File: config.mk
export PLATFORM = sky130hd
export DESIGN_NAME = seq_mag_cmp_ctrl_flat
export DESIGN_NICKNAME = d
export VERILOG_FILES = /design/src/rtl/seq_mag_cmp_ctrl_pkg.sv /design/src/rtl/seq_mag_cmp_ctrl_if.sv /design/src/rtl/seq_mag_cmp_ctrl_cmp_digit_2b.sv /design/src/rtl/seq_mag_cmp_ctrl.sv /design/src/flat_wrapper.sv
export SDC_FILE = /design/constraint.sdc
export NUM_CORES = 1
export LEC_CHECK = 0
export ABC_AREA = 1
export BUFFER_PORTS_ARGS = -buffer_cell sky130_fd_sc_hd__buf_4
export CORE_UTILIZATION = 53
export DETAILED_ROUTE_END_ITERATION = 10
export PLACE_DENSITY_LB_ADDON = 0.2
export SYNTH_ARGS = -nofsm -noshare
export SYNTH_HDL_FRONTEND = slang
export SYNTH_HIERARCHICAL = 1
export SYNTH_SLANG_ARGS = --single-unit
File: constraint.sdc
create_clock -name clk -period 2.3 [get_ports clk]
set_clock_uncertainty 0.1 [all_clocks]
set_input_delay 0 -clock clk [delete_from_list [all_inputs] [get_ports clk]]
set_output_delay 0 -clock clk [all_outputs]
set_load 0.05 [all_outputs]
File: src/rtl/seq_mag_cmp_ctrl_pkg.sv
`default_nettype none
// +------------------------------------------------------------------+
// | seq_mag_cmp_ctrl_pkg : shared FSM state type and sizing helpers. |
// | Rev 1.0                                                          |
// +------------------------------------------------------------------+
package seq_mag_cmp_ctrl_pkg;

  typedef enum logic [1:0] {
    ST_IDLE = 2'd0,
    ST_CMP  = 2'd1,
    ST_DONE = 2'd2
  } state_t;

  function automatic int num_digits(input int width);
    return width / 2;
  endfunction

  // A single-digit operand still needs a 1-bit index register.
  function automatic int idx_width(input int width);
    return (width / 2 > 1) ? $clog2(width / 2) : 1;
  endfunction

endpackage
`default_nettype wire

File: src/rtl/seq_mag_cmp_ctrl_if.sv
`default_nettype none
// +------------------------------------------------------------------+
// | seq_mag_cmp_ctrl_if : start/done handshake, operands and results. |
// | Rev 1.0                                                          |
// +------------------------------------------------------------------+
interface seq_mag_cmp_ctrl_if #(
  parameter int WIDTH = 8
);
  localparam int DW = $clog2(WIDTH / 2 + 1);

  logic             start;
  logic             abort;
  logic [WIDTH-1:0] a;
  logic [WIDTH-1:0] b;
  logic             ready;
  logic             busy;
  logic             done;
  logic             a_gt_b;
  logic             a_eq_b;
  logic             a_lt_b;
  logic [DW-1:0]    digits_used;

  modport master (
    output start, abort, a, b,
    input  ready, busy, done, a_gt_b, a_eq_b, a_lt_b, digits_used
  );

  modport slave (
    input  start, abort, a, b,
    output ready, busy, done, a_gt_b, a_eq_b, a_lt_b, digits_used
  );
endinterface
`default_nettype wire

File: src/rtl/seq_mag_cmp_ctrl_cmp_digit_2b.sv
`default_nettype none
// +------------------------------------------------------------------+
// | cmp_digit_2b : combinational 2-bit unsigned magnitude slice.     |
// | Rev 1.0                                                          |
// +------------------------------------------------------------------+
module cmp_digit_2b (
  input  wire logic [1:0] i_a,
  input  wire logic [1:0] i_b,
  output logic            o_gt,
  output logic            o_eq,
  output logic            o_lt
);
  assign o_gt = (i_a > i_b);
  assign o_eq = (i_a == i_b);
  assign o_lt = (i_a < i_b);
endmodule
`default_nettype wire

File: src/rtl/seq_mag_cmp_ctrl.sv
`default_nettype none
// +------------------------------------------------------------------+
// | seq_mag_cmp_ctrl : MSB-first digit-serial unsigned comparator.   |
// | Rev 1.0                                                          |
// +------------------------------------------------------------------+
module seq_mag_cmp_ctrl
  import seq_mag_cmp_ctrl_pkg::*;
#(
  parameter int WIDTH = 8
) (
  input  wire logic          clk,
  input  wire logic          rst_n,
  seq_mag_cmp_ctrl_if.slave  bus
);
  localparam int N  = num_digits(WIDTH);
  localparam int IW = idx_width(WIDTH);
  localparam int DW = $clog2(N + 1);

  state_t           r_state;
  logic [WIDTH-1:0] r_a;
  logic [WIDTH-1:0] r_b;
  logic [IW-1:0]    r_idx;
  logic             r_ready;
  logic             r_busy;
  logic             r_done;
  logic             r_gt;
  logic             r_eq;
  logic             r_lt;
  logic [DW-1:0]    r_used;

  logic [1:0]       w_da;
  logic [1:0]       w_db;
  logic             w_gt;
  logic             w_eq;
  logic             w_lt;
  logic [DW-1:0]    w_used;

  assign w_da   = r_a[{r_idx, 1'b0} +: 2];
  assign w_db   = r_b[{r_idx, 1'b0} +: 2];
  assign w_used = DW'(N) - DW'(r_idx);

  cmp_digit_2b u_slice (
    .i_a  (w_da),
    .i_b  (w_db),
    .o_gt (w_gt),
    .o_eq (w_eq),
    .o_lt (w_lt)
  );

  always_ff @(posedge clk or negedge rst_n) begin
    if (!rst_n) begin
      r_state <= ST_IDLE;
      r_a     <= '0;
      r_b     <= '0;
      r_idx   <= '0;
      r_ready <= 1'b1;
      r_busy  <= 1'b0;
      r_done  <= 1'b0;
      r_gt    <= 1'b0;
      r_eq    <= 1'b0;
      r_lt    <= 1'b0;
      r_used  <= '0;
    end else begin
      case (r_state)
        ST_IDLE: begin
          if (bus.start) begin
            r_a     <= bus.a;
            r_b     <= bus.b;
            r_idx   <= IW'(N - 1);
            r_gt    <= 1'b0;
            r_eq    <= 1'b0;
            r_lt    <= 1'b0;
            r_ready <= 1'b0;
            r_busy  <= 1'b1;
            r_state <= ST_CMP;
          end
        end
        ST_CMP: begin
          if (bus.abort) begin
            r_ready <= 1'b1;
            r_busy  <= 1'b0;
            r_state <= ST_IDLE;
          end else if (!w_eq || r_idx == '0) begin
            // First differing digit decides; all-equal resolves on digit 0.
            r_gt    <= w_gt;
            r_lt    <= w_lt;
            r_eq    <= w_eq;
            r_used  <= w_used;
            r_busy  <= 1'b0;
            r_done  <= 1'b1;
            r_state <= ST_DONE;
          end else begin
            r_idx <= r_idx - IW'(1);
          end
        end
        ST_DONE: begin
          r_done  <= 1'b0;
          r_ready <= 1'b1;
          r_state <= ST_IDLE;
        end
        default: begin
          r_done  <= 1'b0;
          r_busy  <= 1'b0;
          r_ready <= 1'b1;
          r_state <= ST_IDLE;
        end
      endcase
    end
  end

  assign bus.ready       = r_ready;
  assign bus.busy        = r_busy;
  assign bus.done        = r_done;
  assign bus.a_gt_b      = r_gt;
  assign bus.a_eq_b      = r_eq;
  assign bus.a_lt_b      = r_lt;
  assign bus.digits_used = r_used;
endmodule
`default_nettype wire

File: src/flat_wrapper.sv
// flat-port wrapper written by rule: the top's interface ports become plain ports
module seq_mag_cmp_ctrl_flat import seq_mag_cmp_ctrl_pkg::*;
#(
  parameter int WIDTH = 8
)
  (clk, rst_n, bus_start, bus_abort, bus_a, bus_b, bus_ready, bus_busy, bus_done, bus_a_gt_b, bus_a_eq_b, bus_a_lt_b, bus_digits_used);
  seq_mag_cmp_ctrl_if #(.WIDTH(WIDTH)) bus_i ();
  input  wire logic clk;
  input  wire logic rst_n;
  input wire logic [$bits(bus_i.start)-1:0] bus_start;
  input wire logic [$bits(bus_i.abort)-1:0] bus_abort;
  input wire logic [$bits(bus_i.a)-1:0] bus_a;
  input wire logic [$bits(bus_i.b)-1:0] bus_b;
  output wire logic [$bits(bus_i.ready)-1:0] bus_ready;
  output wire logic [$bits(bus_i.busy)-1:0] bus_busy;
  output wire logic [$bits(bus_i.done)-1:0] bus_done;
  output wire logic [$bits(bus_i.a_gt_b)-1:0] bus_a_gt_b;
  output wire logic [$bits(bus_i.a_eq_b)-1:0] bus_a_eq_b;
  output wire logic [$bits(bus_i.a_lt_b)-1:0] bus_a_lt_b;
  output wire logic [$bits(bus_i.digits_used)-1:0] bus_digits_used;
  assign bus_i.start = bus_start;
  assign bus_i.abort = bus_abort;
  assign bus_i.a = bus_a;
  assign bus_i.b = bus_b;
  assign bus_ready = bus_i.ready;
  assign bus_busy = bus_i.busy;
  assign bus_done = bus_i.done;
  assign bus_a_gt_b = bus_i.a_gt_b;
  assign bus_a_eq_b = bus_i.a_eq_b;
  assign bus_a_lt_b = bus_i.a_lt_b;
  assign bus_digits_used = bus_i.digits_used;
  seq_mag_cmp_ctrl #(.WIDTH(WIDTH)) u_core (.clk(clk), .rst_n(rst_n), .bus(bus_i));
endmodule
==> qor.csv, run 1 <==
stage,metric,value,unit
die,die_h,52.9,um
sta,setup_ws,240,ps
finish,syn_to_final_growth,35.3,%
critical_path,arrival,2190,ps
global_route,grt_pass1_vias,1082,
sta,min_period,2060,ps
synthesis,syn-num-nets,200,
detailed_routing,postRouteAntennaNets,0,
critical_path,path_max_fanout,10,
detailed_routing,wl_per_cell,10.6,um
die,core_area,2450,sq um
status,run_status,completed,
finish,n_fill_cell,174,
sta,setup_tns,0,ps
critical_path,critical_path_class,reg2reg,
power,ir_drop,1.12,mV
placed_design,dp.cells,232,
clock_network,h-tree-depth,2,
clock_network,cts_setup_buffers,0,
clock_network,clkTransAtPathRegs,90,ps
finish,layout-drive-gt1-share,20.2,%
power,power_density,1490,nW/um^2
sta,max-slew-margin-rel,73.3,%
synthesis,netlist_instances,177,
die,num_io_pins,29,
critical_path,cp_data_required_time,2430,ps
placed_design,port_buffers,28,
clock_network,numCtsBuffers,5,
clock_network,cts_tree,done,
critical_path,reg2reg_slack,240,ps
job,cap_viol_max_count,0,
synthesis,ys_ff_latch,29,
finish,layout_common_cells,"79 x nand2_1, 29 x buf_4, 28 x dfrtp_1",
critical_path,reg2reg_from,u_core/r_idx[0]$_DFFE_PN0P_,
sta,finalSetupViolCount,0,
finish,mostFrequentLayoutCell,nand2_1,
finish,stdcell_count,258,
placed_design,post-dp-hpwl,1.87,mm
global_route,overflow,0,
detailed_routing,firstDrtPassIters,4,
global_route,grt_pass1_wl,4.74,mm
detailed_routing,route.detailed.drc,0,
synthesis,syn_area_per_cell,7.76,sq um
detailed_routing,drtIter0Drc,37,
clock_network,insertion_delay,330,ps
sta,fmax,486,MHz
placed_design,pre_cts_slack,195,ps
sta,period_share,89.5,%
detailed_routing,wl,2.74,mm
detailed_routing,post_drt_via_cell_ratio,4.78,
critical_path,rr_worst_depth,13,
sta,hold_viol,0,
finish,utilization,75.7,%
power,finalPower,2.76,mW
detailed_routing,num_vias,1233,
synthesis,syn_area,1370,sq um
sta,worst_slew_pin_slew,400,ps
die,rows,18,
power,p_leak,1.03,nW
placed_design,gp_congestion,0.792,
critical_path,critPathCaptureType,flip-flop,
die,dieArea,2800,sq um
finish,num-nets-final,250,
die,die_w,52.9,um
synthesis,yosysUniqueCellTypes,18,
finish,antennaDiodeCount,0,
clock_network,cts.sinks,29,
clock_network,cts_buffer_depth,2,
global_route,grt_antenna_before_repair,0,
critical_path,start_kind,flip-flop,
synthesis,seq_area_frac_synth,52.9,%
synthesis,yosysWarnings,6,
worst_hold_path,hold_path_class,in2async,
sta,drv_slew,0,
global_route,grt_max_degree,30,
sta,rsz0062_at_grt,false,
global_route,track_usage,24.6,%
clock_network,cts-root-buf,clkbuf_4,
die,start_util,56.0,%
critical_path,r2r-end,u_core/bus.a_lt_b$_DFFE_PN0P_,
state kept, by name (all words and copies together) (netlist names):
name                    cells
u_core/r_a                  8
u_core/r_b                  8
u_core/r_state              2
u_core/bus.a_lt_b           1
u_core/bus.digits_used      3
u_core/bus.a_gt_b           1
u_core/bus.busy             1
u_core/bus.a_eq_b           1
u_core/bus.ready            1
u_core/bus.done             1
u_core/r_idx                2
cells by family after synthesis:
kind of cell	after synthesis	synth area share [%]
AO/OA/AOI/OAI	18	7.19
adder cells (fa/ha/maj)	3	2.73
buffers and inverters	23	7.10
flip-flops	29	52.9
AND/OR/NAND/NOR	104	30.1
timing repair:
action / 4_1_cts / 5_1_grt
endpoints found under the setup margin: 0 / 5
endpoints found under the hold margin: 54 / 0
hold buffers: 18 / 0
resized for setup: 0 / 3
worst max-delay path: stages, from the launching register on:
cell     delay, ps
dfrtp_1        400
buf_4          180
o21ai_0        100
o22ai_1        180
inv_1           60
ha_1           300
nand2_1         70
inv_1           70
nand2_2        100
nand2_1         60
nand2_1        120
nand2_1        110
nand2_1         70
nand2_1         50
power by group:
group	switching (mW)	total, mW	internal [mW]
Sequential	0.163	0.917	0.754
Combinational	0.966	1.50	0.531
Clock	0.171	0.348	0.177
Total	1.30	2.76	1.46
final cells by class:
class | instances | area [sq um] | share of cell area, %
Clock buffer | 7 | 65.1 | 3.50
Timing Repair Buffer | 47 | 398 | 21.4
Multi-Input combinational cell | 125 | 552 | 29.7
Tap cell | 30 | 37.5 | 2.02
Sequential cell | 29 | 727 | 39.1
Inverter | 19 | 75.1 | 4.04
Clock inverter | 1 | 5.00 | 0.269
per-stage QoR:
step	area, sq um	hold slack, ps
2_1_floorplan	1370	-396
3_3_place_gp	1600	-169
3_5_place_dp	1600	-158
4_1_cts	1850	21.7
5_1_grt	1860	26.9
6_report	1860	18.6
worst max-delay path by stage:
stage | startpoint | to | slack, ps | depth (start not counted)
CTS | u_core/r_idx[0]$_DFFE_PN0P_ | u_core/bus.a_lt_b$_DFFE_PN0P_ | 180 | 12
detailed placement | u_core/r_idx[0]$_DFFE_PN0P_ | u_core/bus.a_lt_b$_DFFE_PN0P_ | 190 | 12
finish | u_core/r_idx[0]$_DFFE_PN0P_ | u_core/bus.a_lt_b$_DFFE_PN0P_ | 240 | 13
global placement | u_core/r_idx[0]$_DFFE_PN0P_ | u_core/bus.a_gt_b$_DFFE_PN0P_ | 330 | 12
global route | u_core/r_idx[0]$_DFFE_PN0P_ | u_core/bus.a_lt_b$_DFFE_PN0P_ | 10 | 12
floorplan | u_core/r_idx[0]$_DFFE_PN0P_ | u_core/bus.a_eq_b$_DFFE_PN0P_ | 460 | 12
synthesized netlist by cell type, drive strengths merged:
library cell / count / area, sq um
dfrtp: 28 / 701
dfstp: 1 / 26.3
nand2: 82 / 313
buf: 4 / 26.3
o21ai: 11 / 55.1
ha: 3 / 37.5
o22ai: 4 / 25.0
nor2: 16 / 70.1
a21oi: 3 / 18.8
inv: 18 / 67.6
clkinv: 1 / 3.75
nand3: 6 / 30.0
routing by layer:
| metal | GRT usage, % | wire [um] | part of all wire [%] |
|---|---|---|---|
| met1 | 29.3 | 1230 | 45 |
| met2 | 40.5 | 1350 | 49 |
| met3 | 8.62 | 107 | 3.9 |
| met4 | 9.21 | 46 | 1.7 |
| met5 | 0 | 0 | 0 |
Power figures use the tool's default switching activity.
==> inputs of run 2 (changes only) <==
--- a/config.mk
+++ b/config.mk
@@ -12,5 +12,4 @@
 export PLACE_DENSITY_LB_ADDON = 0.2
 export SYNTH_ARGS = -nofsm -noshare
 export SYNTH_HDL_FRONTEND = slang
-export SYNTH_HIERARCHICAL = 1
 export SYNTH_SLANG_ARGS = --single-unit
==> constraint.sdc (replaced) <==
create_clock -name clk -period 2.19 [get_ports clk]
set_clock_uncertainty 0.1 [all_clocks]
set_input_delay 0 -clock clk [delete_from_list [all_inputs] [get_ports clk]]
set_output_delay 0 -clock clk [all_outputs]
set_load 0.05 [all_outputs]
==> qor.csv, run 2 <==
stage,metric,value,unit
status,run_status,completed,
global_route,grt_max_degree,30,
detailed_routing,wl,3.34,mm
finish,layout_common_cells,"57 x nand2_1, 33 x dlygate4sd3_1, 30 x buf_4",
critical_path,arrival,2110,ps
placed_design,port_buffers,28,
synthesis,syn_area,1440,sq um
die,rows,18,
finish,n_fill_cell,151,
clock_network,cts_setup_buffers,0,
global_route,track_usage,28.4,%
synthesis,syn-num-nets,194,
power,p_leak,1.04,nW
critical_path,crit_path_frequent_cell,nand2_1,
critical_path,path_max_fanout,8,
clock_network,cts_tree,done,
critical_path,r2r-end,u_core.bus.a_lt_b$_DFFE_PN0P_,
die,start_util,56.9,%
die,num_io_pins,29,
synthesis,ys.flop_type,dfrtp_1,
detailed_routing,firstDrtPassIters,4,
sta,hold_slack,11.4,ps
power,power_density,1510,nW/um^2
critical_path,max_stage_delay,460,ps
sta,rsz0062_at_grt,false,
placed_design,pre_cts_slack,106,ps
sta,drv_slew,0,
clock_network,insertion_delay,340,ps
finish,antennaDiodeCount,0,
critical_path,reg2reg_from,u_core.r_idx[0]$_DFFE_PN0P_,
power,ir_drop,1.07,mV
finish,register_area,728,sq um
synthesis,synthTopCellsByCount,"57 x nand2_1, 28 x dfrtp_1, 21 x nand3_1",
finish,mostFrequentLayoutCell,nand2_1,
worst_hold_path,hold_path_class,in2async,
finish,syn_to_final_growth,42.8,%
clock_network,cts-root-buf,clkbuf_4,
synthesis,synth-edff-count,0,
finish,layout-drive-gt1-share,23.3,%
critical_path,worst_path_max_delay_cell,dfrtp_2,
synthesis,netlist_instances,171,
clock_network,h-tree-depth,2,
die,core_area,2520,sq um
die,die_h,54.0,um
critical_path,cp_data_required_time,2330,ps
global_route,grt_pass1_wl,5.74,mm
synthesis,ys_ff_latch,29,
detailed_routing,post_drt_via_cell_ratio,5.07,
detailed_routing,route.detailed.drc,0,
synthesis,synth_async_sr_flop_share,100,%
synthesis,yosysUniqueCellTypes,23,
die,die_w,54.0,um
detailed_routing,postRouteAntennaNets,0,
sta,setup_ws,218,ps
clock_network,cts_buffer_depth,2,
sta,hold_viol,0,
critical_path,start_kind,flip-flop,
job,cap_viol_max_count,0,
clock_network,numCtsBuffers,5,
clock_network,cts.sinks,29,
critical_path,path_cells,buf_4 -> o21ai_0 -> nor2_1 -> a21oi_1 -> ha_1 -> nand2_1 -> nor2_2 -> nand2_1 -> nand2_2 -> nand2_1 -> nand2_1,
sta,max-slew-margin-rel,75.9,%
critical_path,rr_worst_depth,11,
finish,num-nets-final,258,
sta,fmax,507,MHz
critical_path,critical_path_class,reg2reg,
critical_path,reg2reg_slack,220,ps
die,dieArea,2920,sq um
sta,worst_slew_pin_slew,361,ps
sta,min_period,1970,ps
detailed_routing,wl_per_cell,12.6,um
sta,finalSetupViolCount,0,
placed_design,post-dp-hpwl,2.09,mm
detailed_routing,drtIter0Drc,24,
clock_network,clkTransAtPathRegs,90,ps
synthesis,syn_area_per_cell,8.39,sq um
critical_path,critPathCaptureType,flip-flop,
synthesis,synth_top_area_cell,dfrtp_1,
synthesis,yosysWarnings,0,
synthesis,synthTopCellsByArea,"dfrtp_1 49%, nand2_1 15%, nand3_1 7.3%",
synthesis,seq_area_frac_synth,50.7,%
synthesis,netlist.area_leader.share,48.8,%
global_route,overflow,0,
finish,multi_input_area,617,sq um
detailed_routing,num_vias,1349,
sta,setup_tns,0,ps
global_route,grt_antenna_before_repair,0,
placed_design,gp_congestion,0.832,
power,finalPower,3.10,mW
sta,period_share,90.1,%
finish,utilization,81.3,%
synthesis,yosysMostFrequentCell,nand2_1,
global_route,grt_pass1_vias,1378,
[run 2: cell families (layout without fill, tap and decap cells)]
| family | count (synthesis) | in the layout | synth area share, % |
|---|---|---|---|
| and+or+nand+nor | 103 | 103 | 33.3 |
| AOI/OAI and AO/OA | 19 | 19 | 7.06 |
| adders and majority gates | 3 | 3 | 2.62 |
| buffers and inverters | 17 | 82 | 6.36 |
| DFF | 29 | 29 | 50.7 |
[run 2: cell type report]
cell class	count	area share, %
clock buffer	7	3.17
clock inverter	1	0.244
inverter	11	2.01
multi-input combinational	125	30.1
sequential	29	35.5
tap	30	1.83
timing repair buffer	63	27.1
[run 2: critical path: cells and delay by family (launching register included)]
family,cells,cell delay (ps)
adders and majority gates,1,280
AOI/OAI and AO/OA,2,290
DFF,1,460
buffers and inverters,1,170
and+or+nand+nor,7,570
[run 2: routing by layer]
| layer | vias up | part of all wire, % | global-route usage, % | wire length, um |
|---|---|---|---|---|
| met2 | 36 | 52 | 51.9 | 1730 |
| met4 | 0 | 2.5 | 14.1 | 84 |
| li1 | 680 | - | - | - |
| met5 | - | 0 | 0 | 0 |
| met3 | 10 | 3.8 | 6.50 | 128 |
| met1 | 623 | 42 | 30.2 | 1400 |
[run 2: where the power goes]
part	internal [mW]	total, mW	leakage [nW]	switching [mW]
registers	0.795	0.980	0.355	0.185
clock network	0.186	0.378	0.0413	0.193
logic	0.643	1.75	0.645	1.10
[run 2: how the worst max path moves through the flow]
stage / from / to / slack, ps / cells after the start
2_1_floorplan: u_core.r_idx[0]$_DFFE_PN0P_ / u_core.bus.a_gt_b$_DFFE_PN0P_ / 380 / 10
3_5_place_dp: u_core.r_idx[0]$_DFFE_PN0P_ / u_core.bus.a_lt_b$_DFFE_PN0P_ / 110 / 9
5_1_grt: u_core.r_idx[0]$_DFFE_PN0P_ / u_core.bus.a_eq_b$_DFFE_PN0P_ / 60 / 10
6_report: u_core.r_idx[0]$_DFFE_PN0P_ / u_core.bus.a_lt_b$_DFFE_PN0P_ / 220 / 11
4_1_cts: u_core.r_idx[0]$_DFFE_PN0P_ / u_core.bus.a_lt_b$_DFFE_PN0P_ / 70 / 9
3_3_place_gp: u_core.r_idx[0]$_DFFE_PN0P_ / u_core.bus.a_lt_b$_DFFE_PN0P_ / 230 / 9
[run 2: per-stage QoR]
step / std cells / cell area [sq um]
floorplan: 171 / 1440
global placement: 225 / 1650
detailed placement: 225 / 1650
CTS: 266 / 2050
global route: 266 / 2050
finish: 266 / 2050
[run 2: repair_timing]
item | in CTS | in global routing
gates resized for setup | 0 | 2
endpoints found under the hold margin | 55 | 0
hold buffers | 33 | 0
setup endpoints to repair | 0 | 7
